$ cat src/rtl/mac_node_pipe.sv
// rtl/mac_node_pipe.sv - pipelined fixed-point MAC neuron with bias, saturation and activation
module mac_node_pipe #(
  parameter int N_INPUTS = 64,
  parameter int LANES    = 4,
  parameter int DATA_W   = 16,
  parameter int FRAC_W   = 8,
  parameter int ACC_W    = 40
) (
  input  logic                      clk,
  input  logic                      n_rst,
  input  logic                      start,
  input  logic                      clear,
  input  logic [1:0]                act_mode,
  input  logic [DATA_W-1:0]         bias,
  input  logic                      in_valid,
  output logic                      in_ready,
  input  logic [LANES*DATA_W-1:0]   coef_in,
  input  logic [LANES*DATA_W-1:0]   data_in,
  output logic                      out_valid,
  input  logic                      out_ready,
  output logic [DATA_W-1:0]         node_out,
  output logic                      busy,
  output logic                      overflow
);

  localparam int BEATS = N_INPUTS / LANES;
  localparam int CNT_W = $clog2(BEATS + 1);
  localparam int PW    = 2 * DATA_W;
  localparam logic [CNT_W-1:0] BEATS_C = CNT_W'(BEATS);

  typedef enum logic [1:0] {S_IDLE, S_ACCUM, S_DRAIN, S_OUTPUT} state_t;

  state_t state_q, state_d;

  logic signed [ACC_W-1:0]  acc_q, acc_d;
  logic [CNT_W-1:0]         cnt_q, cnt_d;
  logic signed [PW-1:0]     prod_q [LANES];
  logic signed [PW-1:0]     prod_d [LANES];
  logic                     prod_vld_q, prod_vld_d;
  logic [1:0]               mode_q, mode_d;
  logic signed [DATA_W-1:0] res_q, res_d;
  logic                     res_ovf_q, res_ovf_d;
  logic                     drain_q, drain_d;
  logic [DATA_W-1:0]        node_out_q, node_out_d;
  logic                     overflow_q, overflow_d;

  logic                     accept;
  logic signed [ACC_W-1:0]  lane_sum;
  logic signed [ACC_W-1:0]  r_full;
  logic [ACC_W-DATA_W:0]    r_hi;
  logic signed [DATA_W-1:0] sat_v;
  logic                     sat_ovf;
  logic signed [DATA_W-1:0] act_v;

  // State register
  always_ff @(posedge clk) begin
    if (!n_rst) state_q <= S_IDLE;
    else        state_q <= state_d;
  end

  // Next-state logic; clear returns to IDLE from anywhere and wins over start
  always_comb begin
    state_d = state_q;
    case (state_q)
      S_IDLE:   if (start) state_d = S_ACCUM;
      S_ACCUM:  if (cnt_q == BEATS_C) state_d = S_DRAIN;
      S_DRAIN:  if (drain_q) state_d = S_OUTPUT;
      S_OUTPUT: if (out_ready) state_d = S_IDLE;
      default:  state_d = S_IDLE;
    endcase
    if (clear) state_d = S_IDLE;
  end

  // Handshake and status outputs decoded from state
  always_comb begin
    in_ready  = (state_q == S_ACCUM) && (cnt_q < BEATS_C);
    out_valid = (state_q == S_OUTPUT);
    busy      = (state_q != S_IDLE);
    node_out  = node_out_q;
    overflow  = overflow_q;
  end

  // Lane products, lane sum, and saturation / activation of the finished accumulator
  always_comb begin
    accept   = in_valid && in_ready;
    lane_sum = '0;
    for (int i = 0; i < LANES; i++) begin
      prod_d[i] = $signed(coef_in[i*DATA_W +: DATA_W]) * $signed(data_in[i*DATA_W +: DATA_W]);
      lane_sum  = lane_sum + {{(ACC_W-PW){prod_q[i][PW-1]}}, prod_q[i]};
    end
    // Everything above the DATA_W-1 sign bit must be a copy of it, else clamp
    r_full = acc_q >>> FRAC_W;
    r_hi   = r_full[ACC_W-1:DATA_W-1];
    if ((r_hi == '0) || (r_hi == '1)) begin
      sat_v   = r_full[DATA_W-1:0];
      sat_ovf = 1'b0;
    end else begin
      sat_v   = r_full[ACC_W-1] ? {1'b1, {(DATA_W-1){1'b0}}} : {1'b0, {(DATA_W-1){1'b1}}};
      sat_ovf = 1'b1;
    end
    act_v = res_q;
    if (res_q[DATA_W-1]) begin
      if (mode_q == 2'd1)      act_v = '0;
      else if (mode_q == 2'd2) act_v = res_q >>> 3;
    end
  end

  // Datapath next values: bias load, beat counting, accumulate, two-stage drain
  always_comb begin
    acc_d      = acc_q;
    cnt_d      = cnt_q;
    prod_vld_d = accept;
    mode_d     = mode_q;
    res_d      = res_q;
    res_ovf_d  = res_ovf_q;
    drain_d    = drain_q;
    node_out_d = node_out_q;
    overflow_d = overflow_q;
    if (prod_vld_q) acc_d = acc_q + lane_sum;
    if (accept)     cnt_d = cnt_q + 1'b1;
    if ((state_q == S_IDLE) && start && !clear) begin
      acc_d      = {{(ACC_W-DATA_W-FRAC_W){bias[DATA_W-1]}}, bias, {FRAC_W{1'b0}}};
      cnt_d      = '0;
      mode_d     = act_mode;
      overflow_d = 1'b0;
      drain_d    = 1'b0;
    end
    if (state_q == S_DRAIN) begin
      if (!drain_q) begin
        res_d     = sat_v;
        res_ovf_d = sat_ovf;
        drain_d   = 1'b1;
      end else begin
        node_out_d = act_v;
        overflow_d = res_ovf_q;
        drain_d    = 1'b0;
      end
    end
    if (clear) begin
      prod_vld_d = 1'b0;
      drain_d    = 1'b0;
    end
  end

  // Datapath registers
  always_ff @(posedge clk) begin
    if (!n_rst) begin
      acc_q      <= '0;
      cnt_q      <= '0;
      prod_vld_q <= 1'b0;
      mode_q     <= '0;
      res_q      <= '0;
      res_ovf_q  <= 1'b0;
      drain_q    <= 1'b0;
      node_out_q <= '0;
      overflow_q <= 1'b0;
      for (int i = 0; i < LANES; i++) prod_q[i] <= '0;
    end else begin
      acc_q      <= acc_d;
      cnt_q      <= cnt_d;
      prod_vld_q <= prod_vld_d;
      mode_q     <= mode_d;
      res_q      <= res_d;
      res_ovf_q  <= res_ovf_d;
      drain_q    <= drain_d;
      node_out_q <= node_out_d;
      overflow_q <= overflow_d;
      for (int i = 0; i < LANES; i++) prod_q[i] <= prod_d[i];
    end
  end

endmodule
$ cat config.mk
export PLATFORM = sky130hd
export DESIGN_NAME = mac_node_pipe
export DESIGN_NICKNAME = d
export VERILOG_FILES = /design/src/rtl/mac_node_pipe.sv
export SDC_FILE = /design/constraint.sdc
export NUM_CORES = 2
export LEC_CHECK = 0
export CORE_MARGIN = 2
export CORE_UTILIZATION = 70
export CTS_BUF_LIST = sky130_fd_sc_hd__clkbuf_8
export CTS_CLUSTER_DIAMETER = 200
export CTS_CLUSTER_SIZE = 24
export DETAILED_ROUTE_END_ITERATION = 8
export GPL_TIMING_DRIVEN = 0
export PLACE_DENSITY = 0.85
export SLEW_MARGIN = 5
export SYNTH_ARGS = -nofsm -noshare
export SYNTH_HDL_FRONTEND = slang
export SYNTH_SLANG_ARGS = --single-unit
$ cat constraint.sdc
create_clock -name clk -period 14.1 [get_ports clk]
set_input_delay 3.525 -clock clk [delete_from_list [all_inputs] [get_ports clk]]
set_output_delay 3.525 -clock clk [all_outputs]
set_load 0.1 [all_outputs]
=== After elaboration in Yosys (flattened, before gate mapping) ===
Memory sizes are Yosys's and may differ from the RTL's.
Index checks and enable logic that the tools add are counted.

* Memory bits (read-only): 0
* Memories: 1
* Output and inout bits: 20
* Bits in latches: 0
* Register bits after elaboration: 85
* Bits in writable memories: 128

* Reduce and logical (&&, ||, !) cells: 16
* Order comparisons: 1
* $add $sub $neg: 5
* Divide/modulo/power cells: 0
* Multipliers: 4
* Eq/ne operators: 11
* Multiplexer cells: 25
* Bitwise logic cells: 6
* Shifts and indexed selects: 0

{| class="wikitable"
|+ Memory list
! memory !! depth !! width !! rd ports !! clocked after memory_dff !! wr ports !! RTL line !! text
|-
| prod_q || 4 || 32 || 4 || 0 || 4 || 37 || <nowiki>logic signed [PW-1:0] prod_q [LANES];</nowiki>
|}

{| class="wikitable"
|+ Operator list
! cell !! count
|-
| $mul A16 B16 Y32 || 4
|-
| $mux W32 || 4
|-
| $mux W40 || 2
|-
| $mux W16 || 4
|-
| $add A40 B35 Y40 || 1
|-
| $add A34 B32 Y35 || 1
|-
| $add A33 B32 Y34 || 1
|-
| $add A32 B32 Y33 || 1
|-
| $eq A25 B25 Y1 const B || 1
|-
| $logic_not A25 Y1 || 1
|-
| $mux W15 || 1
|-
| $mux W1 || 9
|-
| $mux W2 || 4
|-
| $pmux W2 S4 || 1
|-
| $eq A2 B2 Y1 const B || 3
|-
| $ne A2 B2 Y1 const B || 3
|-
| $reduce_bool A2 Y1 || 3
|-
| $add A5 B1 Y5 const B || 1
|-
| $eq A5 B5 Y1 const B || 1
|-
| $lt A5 B5 Y1 const B || 1
|-
| $eq A2 B1 Y1 const B || 2
|-
| $logic_and A1 B1 Y1 || 4
|-
| $or A1 B1 Y1 || 4
|-
| $reduce_and A2 Y1 || 2
|-
| 7 further kinds || 9
|}

=== Depth between registers and ports, before layout ===
* Depth after elaboration: 6
* Depth in mapped cells: 23
* Depth with buffers taken out: 22

=== Least setup slack after synthesis ===
OpenSTA, ideal clock, no wires.

* Path kind: input port to flip-flop
* From: input coef_in[31]
* To: memory prod_q[1][31] (netlist bit)
* Arrival time: 9209 ps
* Required time: 13975 ps
* Setup slack: 4766 ps
* Path buffers: 2
* Stages: 21
* Setup time: 125 ps
* Cell sequence: clkbuf_1 nand2_1 inv_1 fa_1 fa_1 fa_1 fa_1 fa_1 inv_1 fa_1 inv_1 ha_1 clkbuf_1 nand4_1 or2_2 nor3_1 a21oi_1 nor4b_1 o31ai_1 a211o_1 nand3_1

{| class="wikitable"
|+ RTL lines
! item !! RTL line !! text
|-
| start: declaration || 17 || <nowiki>input logic [LANES*DATA_W-1:0] coef_in,</nowiki>
|-
| end: declaration || 37 ||
|}

==> parameters.txt <==
Parameter                              Value

CTS
  Number of gates given a new drive strength after cts ... 0
  Number of buffers created by CTS ... 12
  Cell at the root of the clock tree ... clkbuf_8
  H-Tree Level Count ... 1
  Skew-Pair Late Insertion Delay ... 0.54 ns
  Number of buffers inserted by post-CTS setup repair ... 0
  Clock-pin slew on the worst setup and hold paths ... 0.16 ns
  TritonCTS clock tree ... yes
  Number of clock sinks seen by CTS ... 213
  Clk buf depth ... 3
  CTS hold repair buffers ... 0

Global routing
  Wire length of the first global-routing pass ... 216 mm
  Antenna violations before repair ... 4
  Overall overflow remaining after global route ... 0
  Overall routing resource usage ... 37.9%
  Pin count of the biggest net entering global routing ... 25
  Number of global-route vias before repair ... 41196

Route
  Remaining routing DRC violations ... 0
  Sum of met3 wire segment lengths after detailed routing ... 12.3 mm
  Average detailed-routed wire length per instance ... 20.4 um
  Antenna-violating nets left ... 0
  First drt pass iteration count ... 8
  Via-to-Cell Ratio ... 5.89
  Final wirelength ... 133 mm
  Length of routed met2 wiring ... 62.1 mm
  Total vias in the final route ... 38515
  Uppermost signal routing layer after detailed routing ... met4
  Wire length on met1 ... 50.5 mm
  Detailed router's first-iteration violation count ... 3411

Critical path
  CP arrival ... 10.93 ns
  Peak fanout along the critical path ... 10
  Startpoint-to-endpoint class of the critical path ... in -> reg
  Capturing element type of the critical path ... register
  Required @ worst endpoint ... 14.43 ns
  Startpoint kind of the worst setup timing path ... primary input

Floorplan
  Placeable Area ... 71400 um2
  Die extent in y ... 272 um
  Starting utilization of the core area ... 70.5%
  Area of the die ... 74100 um2
  Row Count ... 98
  Chip Width ... 272 um
  Ports placed on the boundary ... 172

STA
  Worst slew slack as a fraction of its limit ... 13.0%
  Summed negative setup slack over all endpoints ... 0 ns
  Fin Hold WS ... 0.463 ns
  Maximum achievable frequency ... 94.3 MHz
  Setup repair after global routing missed its margin ... false
  Period utilization ... 75.2%
  Max-slew violations ... 0
  Final setup violating endpoints ... 0
  Endpoints failing hold ... 0
  Skew final ... 0.0377 ns
  Post-layout minimum cycle time ... 10.61 ns
  Worst-margin pin slew ... 1.30 ns

Yosys
  Area of the mapped netlist ... 50300 um2
  Synthesized flop and latch total ... 213
  Avg Synthesized Cell Area ... 9.31 um2
  Syn_nets ... 7098
  Cell type with the highest aggregate area in the netlist ... fa_1
  EDFF count, synth ... 0
  Sequential cell area fraction in the yosys report ... 8.47%
  Number of distinct library cells after synthesis ... 74
  Post-synth ARST share ... 0%
  Fraction of post-synthesis cell area in the top cell type by area ... 46.3%
  Count of synthesis-stage warnings from yosys ... 0
  Synth top area cells ... fa_1, ha_1, inv_1
  Top flip-flop cell by instance count after synthesis ... dfxtp_1
  Cell with the most instances after synthesis ... inv_1
  Cell count after synthesis ... 5407
  Ranking of synthesized cells by instance count ... inv_1, fa_1, nand2_1, and2_1, ha_1

Placement
  Weighted congestion at the end of routability-driven global placement ... 1.01
  HPWL after detailed placement ... 114 mm
  I/O Buffers ... 171
  Instance area at placement ... 53200 um2
  Placed Cells incl. Taps ... 6528

Status
  Result of the run ... completed

Cells and area
  Final net count ... 7283
  Ratio of cells with drive above 1 in the final layout ... 0.715%
  Number of filler cells placed in the layout ... 5252
  Final standard cell area without fillers ... 53400 um2
  Area added between synthesis and finish ... 6.14%
  Non-filler cells in the finished layout ... 6544

Flow run
  Count of max-cap constraint violations ... 0

Min path
  Path type of the worst min-delay path ... reg -> reg
final cells by class:
cell class | instances | area (um2) | area share, %
Antenna cell | 2 | 5.00 | 0.00937
Sequential cell | 213 | 4260 | 7.98
Buffer | 186 | 698 | 1.31
Inverter | 1173 | 4400 | 8.24
Timing Repair Buffer | 171 | 1710 | 3.20
Clock inverter | 1 | 5.00 | 0.00937
Tap cell | 950 | 1190 | 2.22
Clock buffer | 13 | 179 | 0.335
Multi-Input combinational cell | 3835 | 41000 | 76.7
placed cells by master (no fill, tap or decap), types with 32 or more instances in the layout:
cell type,count
nor3_1,40
a21oi_1,182
xor2_1,49
a21o_1,54
fa_1,1164
dfxtp_1,213
inv_1,1172
nand2b_1,40
nor2_1,229
nand2_1,577
and2_1,523
clkdlybuf4s50_1,171
ha_1,375
xnor2_1,108
a211oi_1,54
clkbuf_1,174
o21ai_0,83
nand3_1,32
per-layer routing:
layer	up-vias	GRT usage, %
li1	16721	-
met1	19392	50.0
met2	1863	60.8
met3	539	7.13
met4	0	18.6
met5	-	0
critical path, cell delays in order:
cell and delay (ns):
clkdlybuf4s50_1 0.70, clkbuf_1 0.59, nand2_1 0.18, fa_1 0.57, fa_1 0.52, fa_1 0.52, inv_1 0.07, fa_1 0.51
fa_1 0.50, inv_1 0.07, fa_1 0.52, inv_1 0.05, ha_1 0.41, o21a_1 0.15, o21ai_0 0.12, o31ai_2 0.52
a41oi_1 0.26, a211oi_1 0.41, o21ai_1 0.22, mux2i_1 0.19, nand4b_1 0.31
worst paths after layout:
check	to	start	depth (start not counted)	slack [ns]
setup / recovery	prod_q[0][31]	data_in[1]	21	3.49
hold / removal	overflow	res_ovf_q	2	0.46
setup reg to reg	acc_q[39]	acc_q[1]	17	8.89
hold reg to reg	overflow	res_ovf_q	2	0.46
metrics by stage:
stage / utilization, % / setup WS [ns]
floorplan: - / 4.77
global placement: 74.6 / 3.20
detailed placement: 74.6 / 3.12
CTS: 74.9 / 3.65
global route: 74.9 / 3.26
finish: 74.9 / 3.49
logic make-up after synthesis:
group | after synthesis | share of synthesized area [%]
xor+xnor | 157 | 2.73
flops | 213 | 8.47
simple gates | 1569 | 15.4
buf+inv | 1359 | 10.1
compound gates | 543 | 7.08
mux | 27 | 0.539
fa+ha+maj | 1539 | 55.6
sequential cells by signal, summed over array words and instances (netlist names):
register,cells
overflow,1
res_q,16
node_out,16
drain_q,1
state_q,2
prod_vld_q,1
prod_q,128
mode_q,2
acc_q,40
res_ovf_q,1
cnt_q,5
Power is not shown: default switching activity piles up to over one toggle a cycle in this logic, so the estimate is an artifact.
